===== src/rtl/pipe_ctrl_pkg.sv =====
// Shared widths, stall vector constants, FSM encodings and recovery record for pipe_ctrl.
package pipe_ctrl_pkg;

  localparam int unsigned STALL_W    = 6;
  localparam int unsigned EXC_CODE_W = 5;
  localparam int unsigned PC_W       = 32;
  localparam int unsigned CNT_W      = 32;
  localparam int unsigned FCNT_W     = 2;

  typedef logic [STALL_W-1:0]    stall_bus_t;
  typedef logic [EXC_CODE_W-1:0] exc_code_t;

  localparam stall_bus_t STALL_NONE = 6'b000000;
  localparam stall_bus_t STALL_ID   = 6'b000111;
  localparam stall_bus_t STALL_EXE  = 6'b001111;
  localparam stall_bus_t STALL_MEM  = 6'b011111;
  localparam stall_bus_t STALL_ALL  = 6'b111111;

  localparam logic [1:0] CTRL_RUN   = 2'd0;
  localparam logic [1:0] CTRL_DRAIN = 2'd1;
  localparam logic [1:0] CTRL_FLUSH = 2'd2;

  localparam logic [PC_W-1:0] EXC_VECTOR_DEF = 32'hBFC0_0380;

  // Everything captured from the committing instruction at exception time.
  typedef struct packed {
    logic [PC_W-1:0] target;
    exc_code_t       code;
    logic            eret;
  } recov_t;

  // Merge stage stall requests; the deepest requesting stage wins.
  function automatic stall_bus_t stall_merge(input logic req_id, input logic req_exe,
                                             input logic req_mem);
    if (req_mem)      return STALL_MEM;
    else if (req_exe) return STALL_EXE;
    else if (req_id)  return STALL_ID;
    else              return STALL_NONE;
  endfunction

endpackage


===== src/rtl/pipe_ctrl_stall_counter.sv =====
// Free-running wrapping counter of cycles in which the PC is held.
module pipe_ctrl_stall_counter
  import pipe_ctrl_pkg::*;
#(
  parameter int unsigned W = CNT_W
) (
  input  logic         clk,
  input  logic         rst_n,
  input  logic         en,
  output logic [W-1:0] count
);

  logic [W-1:0] cnt_q;
  logic [W-1:0] cnt_d;

  always_comb begin
    cnt_d = cnt_q;
    if (en) cnt_d = cnt_q + W'(1);
  end

  always_ff @(posedge clk or negedge rst_n) begin
    if (!rst_n) cnt_q <= '0;
    else        cnt_q <= cnt_d;
  end

  assign count = cnt_q;

endmodule


===== src/rtl/pipe_ctrl.sv =====
// Pipeline sequencer: merges stage stalls and runs the freeze/drain/flush/redirect
// sequence for exceptions and ERET.
module pipe_ctrl
  import pipe_ctrl_pkg::*;
#(
  parameter logic [31:0] EXC_VECTOR   = EXC_VECTOR_DEF,
  parameter int unsigned FLUSH_CYCLES = 1
) (
  input  logic                  cpu_clk_50M,
  input  logic                  cpu_rst_n,
  input  logic                  stallreq_id,
  input  logic                  stallreq_exe,
  input  logic                  stallreq_mem,
  input  logic                  exc_valid,
  input  logic                  exc_is_eret,
  input  logic [EXC_CODE_W-1:0] exc_code,
  input  logic [PC_W-1:0]       cp0_epc,
  output logic [STALL_W-1:0]    stall,
  output logic                  flush,
  output logic                  newpc_valid,
  output logic [PC_W-1:0]       cpu_newpc,
  output logic                  cp0_cause_we,
  output logic [EXC_CODE_W-1:0] cp0_exccode,
  output logic [CNT_W-1:0]      stall_cycles
);

  localparam logic [FCNT_W-1:0] FCNT_LAST = FCNT_W'(FLUSH_CYCLES - 1);

  logic [1:0]            state_q, state_d;
  logic [FCNT_W-1:0]     fcnt_q, fcnt_d;
  recov_t                rec_q, rec_d;
  logic                  flush_q, flush_d;
  logic                  newpc_valid_q, newpc_valid_d;
  logic [PC_W-1:0]       cpu_newpc_q, cpu_newpc_d;
  logic                  cause_we_q, cause_we_d;
  logic [EXC_CODE_W-1:0] exccode_q, exccode_d;

  // Next state, recovery latch and flush down-counter; outputs decoded from next state.
  always_comb begin
    state_d       = state_q;
    fcnt_d        = fcnt_q;
    rec_d         = rec_q;
    flush_d       = 1'b0;
    newpc_valid_d = 1'b0;
    cpu_newpc_d   = '0;
    cause_we_d    = 1'b0;
    exccode_d     = '0;

    case (state_q)
      CTRL_RUN: begin
        if (exc_valid) begin
          rec_d.target = exc_is_eret ? cp0_epc : EXC_VECTOR;
          rec_d.code   = exc_code;
          rec_d.eret   = exc_is_eret;
          fcnt_d       = FCNT_LAST;
          state_d      = stallreq_mem ? CTRL_DRAIN : CTRL_FLUSH;
        end
      end
      CTRL_DRAIN: begin
        if (!stallreq_mem) begin
          fcnt_d  = FCNT_LAST;
          state_d = CTRL_FLUSH;
        end
      end
      CTRL_FLUSH: begin
        if (fcnt_q == '0) state_d = CTRL_RUN;
        else              fcnt_d  = FCNT_W'(fcnt_q - FCNT_W'(1));
      end
      default: state_d = CTRL_RUN;
    endcase

    flush_d       = (state_d == CTRL_FLUSH);
    newpc_valid_d = flush_d && (fcnt_d == '0);
    cause_we_d    = flush_d && (fcnt_d == FCNT_LAST) && !rec_d.eret;
    if (newpc_valid_d) cpu_newpc_d = rec_d.target;
    if (cause_we_d)    exccode_d   = rec_d.code;
  end

  always_ff @(posedge cpu_clk_50M or negedge cpu_rst_n) begin
    if (!cpu_rst_n) begin
      state_q       <= CTRL_RUN;
      fcnt_q        <= '0;
      rec_q         <= '0;
      flush_q       <= 1'b0;
      newpc_valid_q <= 1'b0;
      cpu_newpc_q   <= '0;
      cause_we_q    <= 1'b0;
      exccode_q     <= '0;
    end else begin
      state_q       <= state_d;
      fcnt_q        <= fcnt_d;
      rec_q         <= rec_d;
      flush_q       <= flush_d;
      newpc_valid_q <= newpc_valid_d;
      cpu_newpc_q   <= cpu_newpc_d;
      cause_we_q    <= cause_we_d;
      exccode_q     <= exccode_d;
    end
  end

  // Freeze is combinational so an exception holds the whole pipe in its own cycle.
  always_comb begin
    stall = STALL_NONE;
    if (cpu_rst_n) begin
      case (state_q)
        CTRL_RUN:   stall = exc_valid ? STALL_ALL
                                      : stall_merge(stallreq_id, stallreq_exe, stallreq_mem);
        CTRL_DRAIN: stall = STALL_ALL;
        default:    stall = STALL_NONE;
      endcase
    end
  end

  assign flush        = flush_q;
  assign newpc_valid  = newpc_valid_q;
  assign cpu_newpc    = cpu_newpc_q;
  assign cp0_cause_we = cause_we_q;
  assign cp0_exccode  = exccode_q;

  pipe_ctrl_stall_counter #(.W(CNT_W)) u_stall_counter (
    .clk   (cpu_clk_50M),
    .rst_n (cpu_rst_n),
    .en    (stall[0]),
    .count (stall_cycles)
  );

endmodule


===== config.mk =====
export PLATFORM = sky130hd
export DESIGN_NAME = pipe_ctrl
export DESIGN_NICKNAME = d
export VERILOG_FILES = /design/src/rtl/pipe_ctrl_pkg.sv /design/src/rtl/pipe_ctrl_stall_counter.sv /design/src/rtl/pipe_ctrl.sv
export SDC_FILE = /design/constraint.sdc
export NUM_CORES = 1
export LEC_CHECK = 0
export BUFFER_PORTS_ARGS = -buffer_cell sky130_fd_sc_hd__buf_2
export CORE_MARGIN = 2
export CORE_UTILIZATION = 35
export DETAILED_ROUTE_END_ITERATION = 7
export PLACE_DENSITY_LB_ADDON = 0.1
export SETUP_SLACK_MARGIN = 0.1
export SYNTH_ARGS = -nofsm -noshare
export SYNTH_HDL_FRONTEND = slang
export SYNTH_SLANG_ARGS = --single-unit

===== constraint.sdc =====
create_clock -name cpu_clk_50M -period 2.1 [get_ports cpu_clk_50M]
set_input_delay 0.63 -clock cpu_clk_50M [delete_from_list [all_inputs] [get_ports cpu_clk_50M]]
set_output_delay 0.63 -clock cpu_clk_50M [all_outputs]
set_load 0.1 [all_outputs]

Word level (Yosys, flattened, before mapping)
Index checks and enable logic that the tools add are counted.

Register bits: 114.

Add/sub/neg operators: 2. Equal/unequal tests: 3. Muxes and demuxes: 20. Reductions and logical operators: 6.

Operators with widths (count): 2-to-1 mux 38 bit (2); 2-to-1 mux 32 bit (2); adder 32 x 1 -> 32 bit (second input constant) (1); 2-to-1 mux 2 bit (7); 2-to-1 mux 6 bit (2); one-hot mux 2 bit (3 select lines) (2); one-hot mux 6 bit (2 select lines) (1); 2-to-1 mux 5 bit (2); logical NOT 2 bit (3); equality test 2 bit (second input constant) (2); 2-to-1 mux 4 bit (1); 2-to-1 mux 3 bit (1); equality test 2 x 1 -> 1 bit (second input constant) (1); logical AND 1 bit (2); subtractor 2 x 1 -> 2 bit (second input constant) (1); logical NOT 1 bit (1).

Logic depth before layout (Yosys ltp)
Depth after elaboration: 7. Gate-level depth with buffers: 7.

Modules after synthesis
A second synthesis with hierarchy kept.

Cells, all modules: 417. Area total of the unflattened synthesis: 4594.4 um^2.

By module, submodules not included: pipe_ctrl (times used 1, cells an instance 294, area an instance 3145.5 um^2); pipe_ctrl_stall_counter (times used 1, cells an instance 123, area an instance 1448.9 um^2).

Worst setup path before layout
Ideal clock, no wire load.

Path type: input to output. Start: in exc_valid. End: out stall[4]. Arrival time: 2196 ps. Slack: -726 ps. Stages on the path: 2. Buffers on the path: 0. Path through: nor2_1 > a21oi_1.

Cells in the longest elaborated chain, start to end: 3.

Ends and longest elaborated chain: start, declared (RTL line pipe_ctrl.sv:14) `input logic exc_valid,`; 2-to-1 mux 6 bit (RTL line pipe_ctrl.sv:106) `CTRL_RUN: stall = exc_valid ? STALL_ALL`; one-hot mux 6 bit (2 select lines) (RTL line pipe_ctrl.sv:105) `case (state_q)`; 2-to-1 mux 6 bit (RTL line pipe_ctrl.sv:104) `if (cpu_rst_n) begin`; end, declared (RTL line pipe_ctrl.sv:18) `output logic [STALL_W-1:0] stall,`.

No other way between the ends.

Worst setup path in the final report
Start: in stallreq_exe. End: out stall[2].

Cells in the longest elaborated chain, start to end: 5.

Ends and longest elaborated chain: start, declared (RTL line pipe_ctrl.sv:12) `input logic stallreq_exe,`; 2-to-1 mux 4 bit (RTL line pipe_ctrl_pkg.sv:36) `else if (req_exe) return STALL_EXE;`; 2-to-1 mux 5 bit (RTL line pipe_ctrl_pkg.sv:35) `if (req_mem) return STALL_MEM;`; 2-to-1 mux 6 bit (RTL line pipe_ctrl.sv:106); one-hot mux 6 bit (2 select lines) (RTL line pipe_ctrl.sv:105); 2-to-1 mux 6 bit (RTL line pipe_ctrl.sv:104).

No other way between the ends.

==> flow_summary.json <==
{
  "place_inst": 707,
  "synth.avg_cell_area_um2": 10.9,
  "grt_pass1_vias": 3581,
  "vias": 3468,
  "wl_met1_um": 5110,
  "die-width_um": 118,
  "grt_max_degree": 115,
  "rr_endpoint": "u_stall_counter.count[20]",
  "hold_viol": 0,
  "period_share": 1.02,
  "finalWorstSetupSlack_ps": -34.8,
  "seq_area_um2": 2880,
  "synth_cells": 422,
  "rsz0062_at_grt": "true",
  "dieArea_um2": 14000,
  "row_count": 41,
  "run_status": "finished with violations",
  "io_buffers": 121,
  "worstPathArrival_ps": 1500,
  "htree_levels": 4,
  "slew_headroom": 0.591,
  "cp_max_fo": 4,
  "slowest_stage": "nor4_4",
  "synth_edf_count": 0,
  "final-max-slew-violation-count": 0,
  "dr_wl_met2_um": 4750,
  "grt_overflow": 0,
  "path_cells": "buf_2, nor4_4, a21o_2, inv_4, buf_12",
  "drive_above_1_share": 0.371,
  "async_reset_ff_frac": 1.00,
  "synth_ff_type": "dfrtp_1",
  "fin_crit_ps": 2130,
  "r2r_slack_ps": 160,
  "setup.worst_path.start_class": "input port",
  "drc": 0,
  "ys_ff_latch": 114,
  "power.total_mw": 7.19,
  "clk_pin_slew_ps": 50,
  "cts_max_path_buffers": 2,
  "multi_input_area_um2": 1580,
  "yosysWarnings": 0,
  "initial_utilization": 0.360,
  "cpLargestDelayFamily": "buffers and inverters",
  "totalWireLength_um": 10700,
  "yosysSeqAreaShare": 0.623,
  "ant_nets": 0,
  "cp.required_ps": 1470,
  "ys_types": 40,
  "fill_cells": 1240,
  "r2r_cells": 5,
  "maxCapViolCount": 0,
  "final_cell_mix": "buf_2, dfrtp_1, nand2_1",
  "p_leak_nw": 3.24,
  "drt_iter0_drc": 189,
  "timing.fmax_mhz": 468,
  "cts-root-buf": "clkbuf_16",
  "min_path_type": "input port to async pin",
  "area_growth_pct": 37.1,
  "met3_length_um": 680,
  "wl_per_cell_um": 14.5,
  "hold_buffers": 0,
  "grt_usage": 0.165,
  "vias_per_cell": 4.68,
  "slowest_delay_ps": 320,
  "fin_skew_ps": 6.10,
  "end_kind": "output port",
  "cts_tree": "yes",
  "failed_checks": "negative setup slack",
  "worst_slew_pin_slew_ps": 613,
  "gp_congestion": 0.785,
  "netlist_area_um2": 4580,
  "core_um2": 12700,
  "cts_sinks": 114,
  "peakVddDrop_mv": 0.619,
  "clock_latency_ps": 410,
  "timing.rr.start": "state_q[0]",
  "die_y_um": 118,
  "layout_commonest_cell": "buf_2",
  "numCtsBuffers": 17,
  "path_class": "input port to output port",
  "instances_no_fill": 741,
  "fin_tns_setup_ps": -104,
  "setup_violations": 3,
  "grt_pass1_wl_um": 18200,
  "hpwl_um": 6990,
  "worst-path-buf-inv": 3,
  "io_pins": 122,
  "antenna_cells": 0,
  "synthesis.nets": 467,
  "nNetsFinal": 601,
  "power.density_nw_per_um2": 1150,
  "firstDrtPassIters": 6,
  "antenna_found_initial": 0,
  "highest_layer": "met4"
}
worst reg2reg max path: stages, from the launching register on:
cell       delay, ps
dfrtp_2          440
buf_4            150
or4_4            570
o2111ai_4        370
nor3_1           130
xor2_1           160
registers in the layout, summed over array words and instances (netlist names):
| name | count |
|---|---|
| rec_q | 38 |
| cpu_newpc | 32 |
| u_stall_counter.count | 32 |
| cp0_exccode | 5 |
| fcnt_q | 2 |
| state_q | 2 |
| cp0_cause_we | 1 |
| flush | 1 |
| newpc_valid | 1 |
kinds of logic after synthesis:
kind of cell	share of synthesized area
multiplexers	0.00437
buffers and inverters	0.0456
XOR/XNOR	0.0593
AO/OA/AOI/OAI	0.0683
adder cells (fa/ha/maj)	0.00273
flip-flops	0.623
AND/OR/NAND/NOR	0.197
through the flow:
stage          setup slack [ps]  instance area [um^2]   util  hold slack (ps)
6_report                  -34.8                  6280  0.494              343
5_1_grt                   -88.6                  6280  0.494              411
4_1_cts                   -22.4                  6270  0.493              387
3_5_place_dp              -30.3                  5610  0.441              451
3_3_place_gp              -21.2                  5610  0.441              443
2_1_floorplan              -127                  4680      -              334
repair_timing:
action / CTS / global route
buffers inserted: 1 / 1
setup endpoints to repair: 6 / 9
hold endpoints to repair: 0 / 0
pin swaps: 2 / 0
gates resized for setup: 7 / 3
cell type report:
cell class / count / share of cell area
well taps: 172 / 0.0343
repair buffers: 139 / 0.142
flip-flops and latches: 114 / 0.459
inverters: 22 / 0.0135
clock inverters: 10 / 0.0247
clock buffers: 22 / 0.0755
multi-input cells: 262 / 0.251
worst max path at each step:
stage          slack, ps                         to    startpoint  cells after the start
3_5_place_dp         -30  u_stall_counter.count[20]  stallreq_exe                      6
2_1_floorplan       -130                   stall[3]     cpu_rst_n                      2
3_3_place_gp         -20                   stall[0]  stallreq_exe                      5
4_1_cts              -20                   stall[2]    state_q[0]                      4
5_1_grt              -90                   stall[0]    state_q[0]                      4
6_report             -30                   stall[2]  stallreq_exe                      5
routing by layer:
metal	GRT usage	vias to the layer above
met3	0.0541	16
met2	0.241	103
met4	0.0796	0
met1	0.222	1663
li1	-	1686
met5	0	-
synth_stat cells (3+ instances only):
cell      count  area (um^2)
a21oi_1      26          130
a31oi_1      12         75.1
and2_1       14         87.6
and3_1        7         43.8
and4_1        4         35.0
buf_2         7         35.0
buf_4         3         22.5
clkbuf_1     10         37.5
dfrtp_1     114         2850
inv_1        22         82.6
nand2_1      69          259
nand2b_1      5         31.3
nand3_1      28          140
nand4_1       9         56.3
nor2_1       18         67.6
nor3_1       14         70.1
nor4_1        4         25.0
xnor2_1      12          105
xor2_1       19          166
where the power goes:
group / internal [mW] / leakage (nW) / switching, mW
clock: 2.07 / 0.306 / 0.974
combinational: 0.326 / 1.49 / 1.26
sequential: 2.43 / 1.44 / 0.132
(Power assumes the default switching activity.)
